$ cat src/rtl/demux_stream_1xn_pkg.sv
// ---------------------------------------------------------------------------
// demux_stream_1xn_pkg
//   Shared definitions for the 1-to-N stream demultiplexer:
//     clog2      constant function used to size the channel select
//     ERR_CNT_W  width of the saturating dropped-word counter
//     ERR_CNT_MAX saturation value of that counter
// ---------------------------------------------------------------------------
package demux_stream_1xn_pkg;

   localparam int ERR_CNT_W = 8;
   localparam logic [ERR_CNT_W-1:0] ERR_CNT_MAX = '1;

   // Bits needed to index n items; never below 1 so a 2-channel demux still
   // gets a 1-bit select.
   function automatic int clog2(input int n);
      int r;
      r = 0;
      for (int v = n - 1; v > 0; v = v >> 1) begin
         r = r + 1;
      end
      return (r < 1) ? 1 : r;
   endfunction

endpackage

$ cat src/rtl/demux_stream_1xn_dec.sv
// ---------------------------------------------------------------------------
// onehot_dec
//   Binary select to N_OUT-bit one-hot decoder. Select values that do not
//   name an existing channel (sel >= N_OUT) decode to all zeros, which the
//   demux uses to detect an invalid target.
// Ports
//   sel     in   SEL_W   binary channel index
//   onehot  out  N_OUT   bit k set when sel == k
// ---------------------------------------------------------------------------
module onehot_dec #(
   parameter int N_OUT = 8,
   parameter int SEL_W = 3
) (
   input  logic [SEL_W-1:0] sel,
   output logic [N_OUT-1:0] onehot
);

   // Each output bit compares against its own index; indices only run up to
   // N_OUT-1, so out-of-range selects match nothing.
   for (genvar gi = 0; gi < N_OUT; gi++) begin : g_bit
      assign onehot[gi] = (sel == SEL_W'(gi));
   end

endmodule

$ cat src/rtl/demux_stream_1xn.sv
// ---------------------------------------------------------------------------
// demux_stream_1xn
//   Registered 1-to-N stream demultiplexer. An accepted input word is held in
//   a one-entry register and presented on the shared m_data bus with the
//   valid bit of its target channel (or of every channel for a broadcast).
//   Each channel retires its valid bit independently on its own handshake.
//   A new word is accepted as soon as the register is empty or is being
//   fully drained in the same cycle, giving one word per clock when sinks
//   keep up.
// Ports
//   clk      in   1      rising-edge clock
//   rst_n    in   1      synchronous active-low reset
//   s_valid  in   1      input word valid
//   s_ready  out  1      input word can be taken this cycle
//   s_data   in   WIDTH  input word
//   s_sel    in   SEL_W  target channel index
//   s_bcast  in   1      deliver to every channel, s_sel ignored
//   m_valid  out  N_OUT  per-channel valid
//   m_ready  in   N_OUT  per-channel ready
//   m_data   out  WIDTH  output word shared by all channels
//   sel_err  out  1      one-cycle pulse when a word with a bad select is dropped
//   err_cnt  out  8      saturating count of dropped words
// ---------------------------------------------------------------------------
module demux_stream_1xn
   import demux_stream_1xn_pkg::*;
#(
   parameter  int WIDTH = 8,
   parameter  int N_OUT = 8,
   localparam int SEL_W = clog2(N_OUT)
) (
   input  logic                 clk,
   input  logic                 rst_n,
   input  logic                 s_valid,
   output logic                 s_ready,
   input  logic [WIDTH-1:0]     s_data,
   input  logic [SEL_W-1:0]     s_sel,
   input  logic                 s_bcast,
   output logic [N_OUT-1:0]     m_valid,
   input  logic [N_OUT-1:0]     m_ready,
   output logic [WIDTH-1:0]     m_data,
   output logic                 sel_err,
   output logic [ERR_CNT_W-1:0] err_cnt
);

   logic [WIDTH-1:0]     data_reg;
   logic [N_OUT-1:0]     pend_reg;
   logic [N_OUT-1:0]     pend_next;
   logic [N_OUT-1:0]     dec;
   logic                 accept;
   logic                 sel_bad;
   logic                 sel_err_reg;
   logic [ERR_CNT_W-1:0] err_cnt_reg;

   onehot_dec #(
      .N_OUT (N_OUT),
      .SEL_W (SEL_W)
   ) u_dec (
      .sel    (s_sel),
      .onehot (dec)
   );

   // Ready when no pending channel is stalled: either nothing is held, or
   // every held bit is handshaking now. This is the one combinational
   // m_ready -> s_ready path and it is what allows back-to-back words.
   assign s_ready = rst_n & ~|(pend_reg & ~m_ready);
   assign accept  = s_valid & s_ready;

   // A decoder result of zero on a directed word means the select names no
   // channel; that word is dropped rather than stored.
   assign sel_bad   = ~s_bcast & ~|dec;
   assign pend_next = s_bcast ? {N_OUT{1'b1}} : dec;

   // Valid is masked while in reset so nothing is offered before the state
   // register has actually been cleared.
   assign m_valid = pend_reg & {N_OUT{rst_n}};
   assign m_data  = data_reg;
   assign sel_err = sel_err_reg;
   assign err_cnt = err_cnt_reg;

   always_ff @(posedge clk) begin
      if (!rst_n) begin
         pend_reg    <= '0;
         data_reg    <= '0;
         sel_err_reg <= 1'b0;
         err_cnt_reg <= '0;
      end else begin
         sel_err_reg <= 1'b0;
         if (accept) begin
            // Accepting implies every held bit is delivering this cycle, so
            // loading over pend_reg never loses an undelivered channel.
            pend_reg <= pend_next;
            if (|pend_next) begin
               data_reg <= s_data;
            end
            if (sel_bad) begin
               sel_err_reg <= 1'b1;
               if (err_cnt_reg != ERR_CNT_MAX) begin
                  err_cnt_reg <= err_cnt_reg + 1'b1;
               end
            end
         end else begin
            // Bits retire independently; data_reg holds until all are gone.
            pend_reg <= pend_reg & ~m_ready;
         end
      end
   end

endmodule

$ cat config.mk
export PLATFORM = sky130hd
export DESIGN_NAME = demux_stream_1xn
export DESIGN_NICKNAME = d
export VERILOG_FILES = /design/src/rtl/demux_stream_1xn_pkg.sv /design/src/rtl/demux_stream_1xn_dec.sv /design/src/rtl/demux_stream_1xn.sv
export SDC_FILE = /design/constraint.sdc
export NUM_CORES = 1
export LEC_CHECK = 0
export BUFFER_PORTS_ARGS = -buffer_cell sky130_fd_sc_hd__buf_4
export CAP_MARGIN = 15
export CORE_MARGIN = 10
export CORE_UTILIZATION = 40
export DETAILED_ROUTE_END_ITERATION = 7
export PLACE_DENSITY_LB_ADDON = 0.25
export SLEW_MARGIN = 15
export SYNTH_ARGS = -nofsm -noshare
export SYNTH_HDL_FRONTEND = slang
export SYNTH_SLANG_ARGS = --single-unit
export TNS_END_PERCENT = 50
$ cat constraint.sdc
create_clock -name clk -period 2.04 [get_ports clk]
set_clock_uncertainty 0.15 [all_clocks]
set_input_delay 0.204 -clock clk [delete_from_list [all_inputs] [get_ports clk]]
set_output_delay 0.204 -clock clk [all_outputs]
set_load 0.01 [all_outputs]
==> metrics, run 1 <==
status=finished, final reports clean; fin crit share=93.0%; # diodes=0; Startpoint Class=primary input; reg2reg end=m_data[2]; largest net degree at the start of global routing=38; detailed placement HPWL=2070 um; DIE AREA=0.00511 mm^2; Avg WL per Cell=13.6 um; clk slew on worst S/H paths=130 ps; Syn Nets=139; post-route setup TNS=0 ps; pwr/cell area=611 mW/mm^2; sequential area share after synthesis=47.2%; layout cells sized above 1=32.7%; final setup violating endpoints=0; Hold Vio Cnt, Final=0; Tot GR Track Use=10.6%; Clock Sinks=25; IO Port Bufs=48; chip height=71.5 um; drt drc=0; first-pass GRT wire length=4520 um; cells on worst reg2reg path=4; Area Growth Syn to Fin=45.5%; Final min period=1900 ps; I/O pin count=49; Placer Congestion=0.733; critical path class=in2out; final worst setup slack=143 ps; worst path arrival time=1540 ps; worst min-delay path startpoint=m_ready[1]; Iteration-0 DRC Markers=46; Synth Cell Area=0.00106 mm^2; Seq cells post-synth=25; post-synth cell types=21; H-tree lvl count=1; crit-path max FO=2; core area=0.00250 mm^2; final instance area=0.00154 mm^2; initial antenna violation count=0; placed cell area=0.00143 mm^2; remaining antenna violation count=0; R2R setup slack=480 ps; CTS max path bufs=2; Skew-Pair Late Insertion Delay=310 ps; Nets=195; Req. time, crit path=1690 ps; Leak=0.763 nW; CTS tree=done; Via Count=939; Crit Reg-Reg Startpoint=pend_reg[5]; worst hold-check path type=in2reg; crit end category=output port; post-place setup slack=420 ps; Hold Path Stages=4; Worst Hold End=pend_reg[1]; filler cell count=220; die width=71.5 um; cts bufs inserted=3; GRT overflow=0; vias in the first global route=955; 1st-pass router iterations=4; fmax=527 MHz; num rows=18; initial core utilization=42.4%; Max-Cap Viols=0; Synth Instances=116; CTS root buf=clkbuf_4; vias per cell=4.67; Max Slew Vio Count=0; drt total wl=2730 um; Avg Inst Size Synth=9.15 um^2; unrepaired setup endpoints after global routing=false; Ys Warns=0; Worst VDD drop=0.402 mV
-- cell families (layout without fill, tap and decap cells) --
kind of cell	count (synthesis)	after routing	synth area share, %
mux	8	8	7.55
compound gates	16	16	8.14
buf+inv	17	72	6.84
other cells	1	1	0.353
flops	25	25	47.2
simple gates	49	49	30.0
-- worst max-delay path by stage --
stage	startpoint	endpoint	cells past startpoint	slack [ps]
2_1_floorplan	pend_reg[2]	m_data[6]	5	600
6_report	m_ready[0]	s_ready	6	140
5_1_grt	m_ready[0]	s_ready	6	70
3_5_place_dp	rst_n	m_data[4]	5	420
3_3_place_gp	rst_n	m_data[5]	5	520
4_1_cts	m_ready[0]	s_ready	6	130
-- what timing repair did --
action                                  CTS  global route
setup buffers                             0             0
endpoints found under the setup margin    0             0
gates resized for setup                   0             0
hold endpoints to repair                  9             0
hold buffers                              9             0
-- synthesized netlist by cell type, drive strengths merged --
library cell   n  area, um^2
dfxtp         25         500
and2          16         100
nand2         16        60.1
inv           11        41.3
o21ai         11        55.1
mux2i          8        80.1
nor2b          7        58.8
a31oi          4        25.0
clkbuf         4        15.0
nor3           4        20.0
nor4           3        48.8
buf            2        16.3
and3           1        6.26
conb           1        3.75
nand2b         1        6.26
nand3          1        17.5
o22ai          1        6.26
-- through the flow --
stage	std cells	util (%)	hold WS [ps]	total power, W
2_1_floorplan	116	-	186	0.000638
3_3_place_gp	188	57.1	293	0.000723
3_5_place_dp	188	57.1	297	0.000728
4_1_cts	201	61.8	6.92	0.000957
5_1_grt	201	61.8	23.4	0.000995
6_report	201	61.8	19.5	0.000944
-- where the power goes --
group | leakage (nW) | internal (W) | switching, W | total [W]
sequential | 0.204 | 0.000517 | 0.0000129 | 0.000530
combinational | 0.544 | 0.000109 | 0.0000902 | 0.000199
clock | 0.0150 | 0.0000763 | 0.000139 | 0.000215
-- cells in the final DEF (no fill, tap or decap), types with 2 or more instances in the layout --
cell	instances
and2_1	16
nor2b_1	5
o21ai_0	4
o21ai_1	7
nand2_1	16
dfxtp_1	25
a31oi_1	4
buf_4	48
clkbuf_4	3
nor2b_4	2
nor3_1	4
nor4_4	2
inv_1	11
mux2i_1	8
dlygate4sd3_1	9
-- area by class of cell --
class                           instances  area [um^2]  share of cell area, %
Clock buffer                            4         26.3                   1.70
Inverter                               11         41.3                   2.67
Multi-Input combinational cell         74          488                   31.6
Sequential cell                        25          500                   32.4
Tap cell                               30         37.5                   2.43
Timing Repair Buffer                   57          450                   29.2
-- layer usage --
metal  vias up  share of wire, %  global-route usage, %
li1        483                 -                      -
met1       422                40                   11.9
met2        30                50                   17.5
met3         4               9.0                   4.68
met4         0               1.0                   3.44
met5         -                 0                      0
-- critical path, cell delays in order --
cell and delay, ps:
dlygate4sd3_1 520, buf_4 110, nor2b_4 40, nor4_4 330
and3_1 210, buf_4 120
Power figures use the tool's default switching activity.
==> inputs of run 2 (changes only) <==
ABC_AREA = 1   (was unset)
GPL_TIMING_DRIVEN = 0   (was unset)
==> run 2 against run 1 <==
  * Die area rose by 4.2%
  * Clock-buffer cell count is 1 lower
  * Via count grew 25%
  * Sequential share of layout area shrank 3.4 points
  * Final cell count rose by 31%
  * Area after synthesis increased by 5.9%
  * Hold slack got worse by 9.3 ps
  * Critical path depth up 2
  * Non-clock buffer count rose by 14
  * Synthesized cell count up 41%
  * Wire length up 12%
  * Core utilization grew 1.9 points
==> metrics, run 2 <==
DIE AREA=0.00533 mm^2 (was 0.00511 mm^2); fmax=522 MHz (was 527 MHz); clk slew on worst S/H paths=140 ps (was 130 ps); fin crit share=93.9% (was 93.0%); Commonest cells post-synth=nand2_1, inv_1, dfxtp_1 (was dfxtp_1, and2_1, nand2_1); crit end category=flip-flop (was output port); largest net degree at the start of global routing=16 (was 38); Ys Warns=0 (unchanged); Avg Inst Size Synth=6.89 um^2 (was 9.15 um^2); cts bufs inserted=3 (unchanged); critical path class=reg2reg (was in2out); vias per cell=4.44 (was 4.67); vias in the first global route=1139 (was 955); post-synth cell types=17 (was 21); Post-synth EDFFs=0 (unchanged); commonest non-fill, non-tap cell in the layout=buf_4 (unchanged); Syn Nets=186 (was 139); Clock Sinks=25 (unchanged); post-place setup slack=645 ps (was 420 ps); sequential area share after synthesis=44.5% (was 47.2%); layout cells sized above 1=28.3% (was 32.7%); area leader, netlist=dfxtp_1 (unchanged); async set-reset flop share out of synthesis=0% (unchanged); filler cell count=260 (was 220); Skew-Pair Late Insertion Delay=320 ps (was 310 ps); R2R setup slack=120 ps (was 480 ps); initial core utilization=41.5% (was 42.4%); Worst VDD drop=0.406 mV (was 0.402 mV); most frequent cells in the layout=buf_4, nand2_1, inv_1, dfxtp_1, nor2_1 (was buf_4, dfxtp_1, and2_1, nand2_1, inv_1); die width=73 um (was 71.5 um); Leak=0.989 nW (was 0.763 nW); pwr/cell area=564 mW/mm^2 (was 611 mW/mm^2); Crit Reg-Reg Startpoint=pend_reg[7] (was pend_reg[5]); drt total wl=3070 um (was 2730 um); final worst setup slack=124 ps (was 143 ps); largest family of logic cells by synthesized area=simple AND/OR/NAND/NOR gates (unchanged); placed cell area=0.00151 mm^2 (was 0.00143 mm^2); worst hold-check path type=in2reg (unchanged); post-route setup TNS=0 ps (unchanged); Hold Path Stages=4 (unchanged); Placer Congestion=0.773 (was 0.733); unrepaired setup endpoints after global routing=false (unchanged); initial antenna violation count=0 (unchanged); CTS root buf=clkbuf_4 (unchanged); reg2reg end=m_data[3] (was m_data[2]); Iteration-0 DRC Markers=42 (was 46); worst min-delay path startpoint=m_ready[1] (unchanged); Via Count=1173 (was 939); I/O pin count=49 (unchanged); CTS tree=done (unchanged); mux share of post-synthesis cell area=0% (was 7.55%); remaining antenna violation count=0 (unchanged); Post-Synth XOR/XNOR Area=0% (unchanged); Req. time, crit path=2120 ps (was 1690 ps); Synth Instances=163 (was 116); Nets=257 (was 195); IO Port Bufs=46 (was 48); Seq cells post-synth=25 (unchanged); Avg WL per Cell=11.6 um (was 13.6 um); num rows=19 (was 18); Startpoint Class=flip-flop (was primary input); cells on worst reg2reg path=8 (was 4); most frequent cell after synthesis=nand2_1 (was dfxtp_1); CTS max path bufs=2 (unchanged); status=finished, final reports clean (unchanged); Worst Hold End=pend_reg[1] (unchanged); Area Growth Syn to Fin=53.6% (was 45.5%); top cell type's share of synthesized area=44.5% (was 47.2%); H-tree lvl count=1 (unchanged); Max Slew Vio Count=0 (unchanged); compound-gate portion of the synthesized area=7.13% (was 8.14%); post_cts resized=0 (unchanged); final instance area=0.00173 mm^2 (was 0.00154 mm^2); GRT overflow=0 (unchanged); Synth Cell Area=0.00112 mm^2 (was 0.00106 mm^2); chip height=73 um (was 71.5 um); Tot GR Track Use=11.5% (was 10.6%); worst path arrival time=1990 ps (was 1540 ps); # diodes=0 (unchanged); adder-cell share of the synthesized area=0% (unchanged); first-pass GRT wire length=5030 um (was 4520 um); Synth Area in Simple Gates=32.1% (was 30.0%); Hold Vio Cnt, Final=0 (unchanged); Final min period=1920 ps (was 1900 ps); detailed placement HPWL=2340 um (was 2070 um); drt drc=0 (unchanged); Max-Cap Viols=0 (unchanged); 1st-pass router iterations=4 (unchanged); crit-path max FO=6 (was 2); core area=0.00271 mm^2 (was 0.00250 mm^2); largest cells by area after synthesis=dfxtp_1, nand2_1, inv_1 (was dfxtp_1, and2_1, mux2i_1); final setup violating endpoints=0 (unchanged); dominant synthesized flop cell=dfxtp_1 (unchanged)
==> run 2: cell types whose count changed after synthesis, sizes merged, moves of 7 or more <==
cell / change
mux2i: -8
nor2: +20
nor2b: -7
nand2: +32
inv: +28
a21oi: +8
and2: -16
nand3: +7
==> run 2: critical path: stages, from the launching register on <==
cell	delay [ps]
dfxtp_1	340
nand2_1	120
nand2_4	60
nor2_4	140
nand4_4	150
buf_6	160
nor2_1	80
nor2_1	50
dlygate4sd3_1	560
==> run 2: logic make-up after synthesis <==
| family | Yosys count |
|---|---|
| AO/OA/AOI/OAI | 16 |
| buffers and inverters | 44 |
| flip-flops | 25 |
| other | 1 |
| AND/OR/NAND/NOR | 77 |
==> run 2: power breakdown <==
group	switching, W	internal (W)	total [W]	leakage, nW
logic	0.000108	0.000116	0.000224	0.772
clock network	0.000153	0.0000750	0.000228	0.0139
registers	0.0000111	0.000511	0.000522	0.204
==> run 2: layout make-up <==
| class | count | area, um^2 | share of cell area [%] |
|---|---|---|---|
| clock buffers | 3 | 22.5 | 1.31 |
| clock inverters | 1 | 7.51 | 0.435 |
| plain buffers | 5 | 32.5 | 1.89 |
| multi-input cells | 94 | 444 | 25.7 |
| flip-flops and latches | 25 | 500 | 29.0 |
| inverters | 39 | 146 | 8.48 |
| repair buffers | 66 | 533 | 30.9 |
| well taps | 31 | 38.8 | 2.25 |
==> run 2: layer usage <==
metal / wire (um) / up-vias / part of all wire, % / track usage, %
met2: 1550 / 36 / 50 / 19.8
met4: 68 / 0 / 2.2 / 6.33
li1: - / 611 / - / -
met5: 0 / - / 0 / 0
met1: 1300 / 522 / 42 / 12.8
met3: 161 / 4 / 5.2 / 2.59
==> run 2: metrics by stage <==
stage / total power (W) / cells / util (%) / hold WS (ps)
3_5_place_dp: 0.000724 / 240 / 55.6 / 268
6_report: 0.000974 / 264 / 63.7 / 10.2
2_1_floorplan: 0.000639 / 163 / - / 189
5_1_grt: 0.00103 / 264 / 63.7 / -2.52
3_3_place_gp: 0.000717 / 240 / 55.6 / 264
4_1_cts: 0.000973 / 259 / 62.3 / 6.93
==> run 2: what timing repair did <==
action / in CTS / in global routing
hold buffers: 15 / 0
endpoints found under the hold margin: 13 / 0
buffers inserted: 0 / 5
endpoints found under the setup margin: 0 / 2
==> run 2: worst max-delay path by stage <==
| stage | startpoint | endpoint | slack [ps] | depth (start not counted) |
|---|---|---|---|---|
| global route | pend_reg[7] | m_data[0] | 7 | 8 |
| global placement | m_ready[7] | s_ready | 690 | 8 |
| floorplan | pend_reg[5] | m_data[0] | 800 | 7 |
| finish | pend_reg[7] | m_data[3] | 120 | 8 |
| detailed placement | rst_n | m_valid[5] | 640 | 5 |
| CTS | pend_reg[5] | m_data[3] | 100 | 8 |
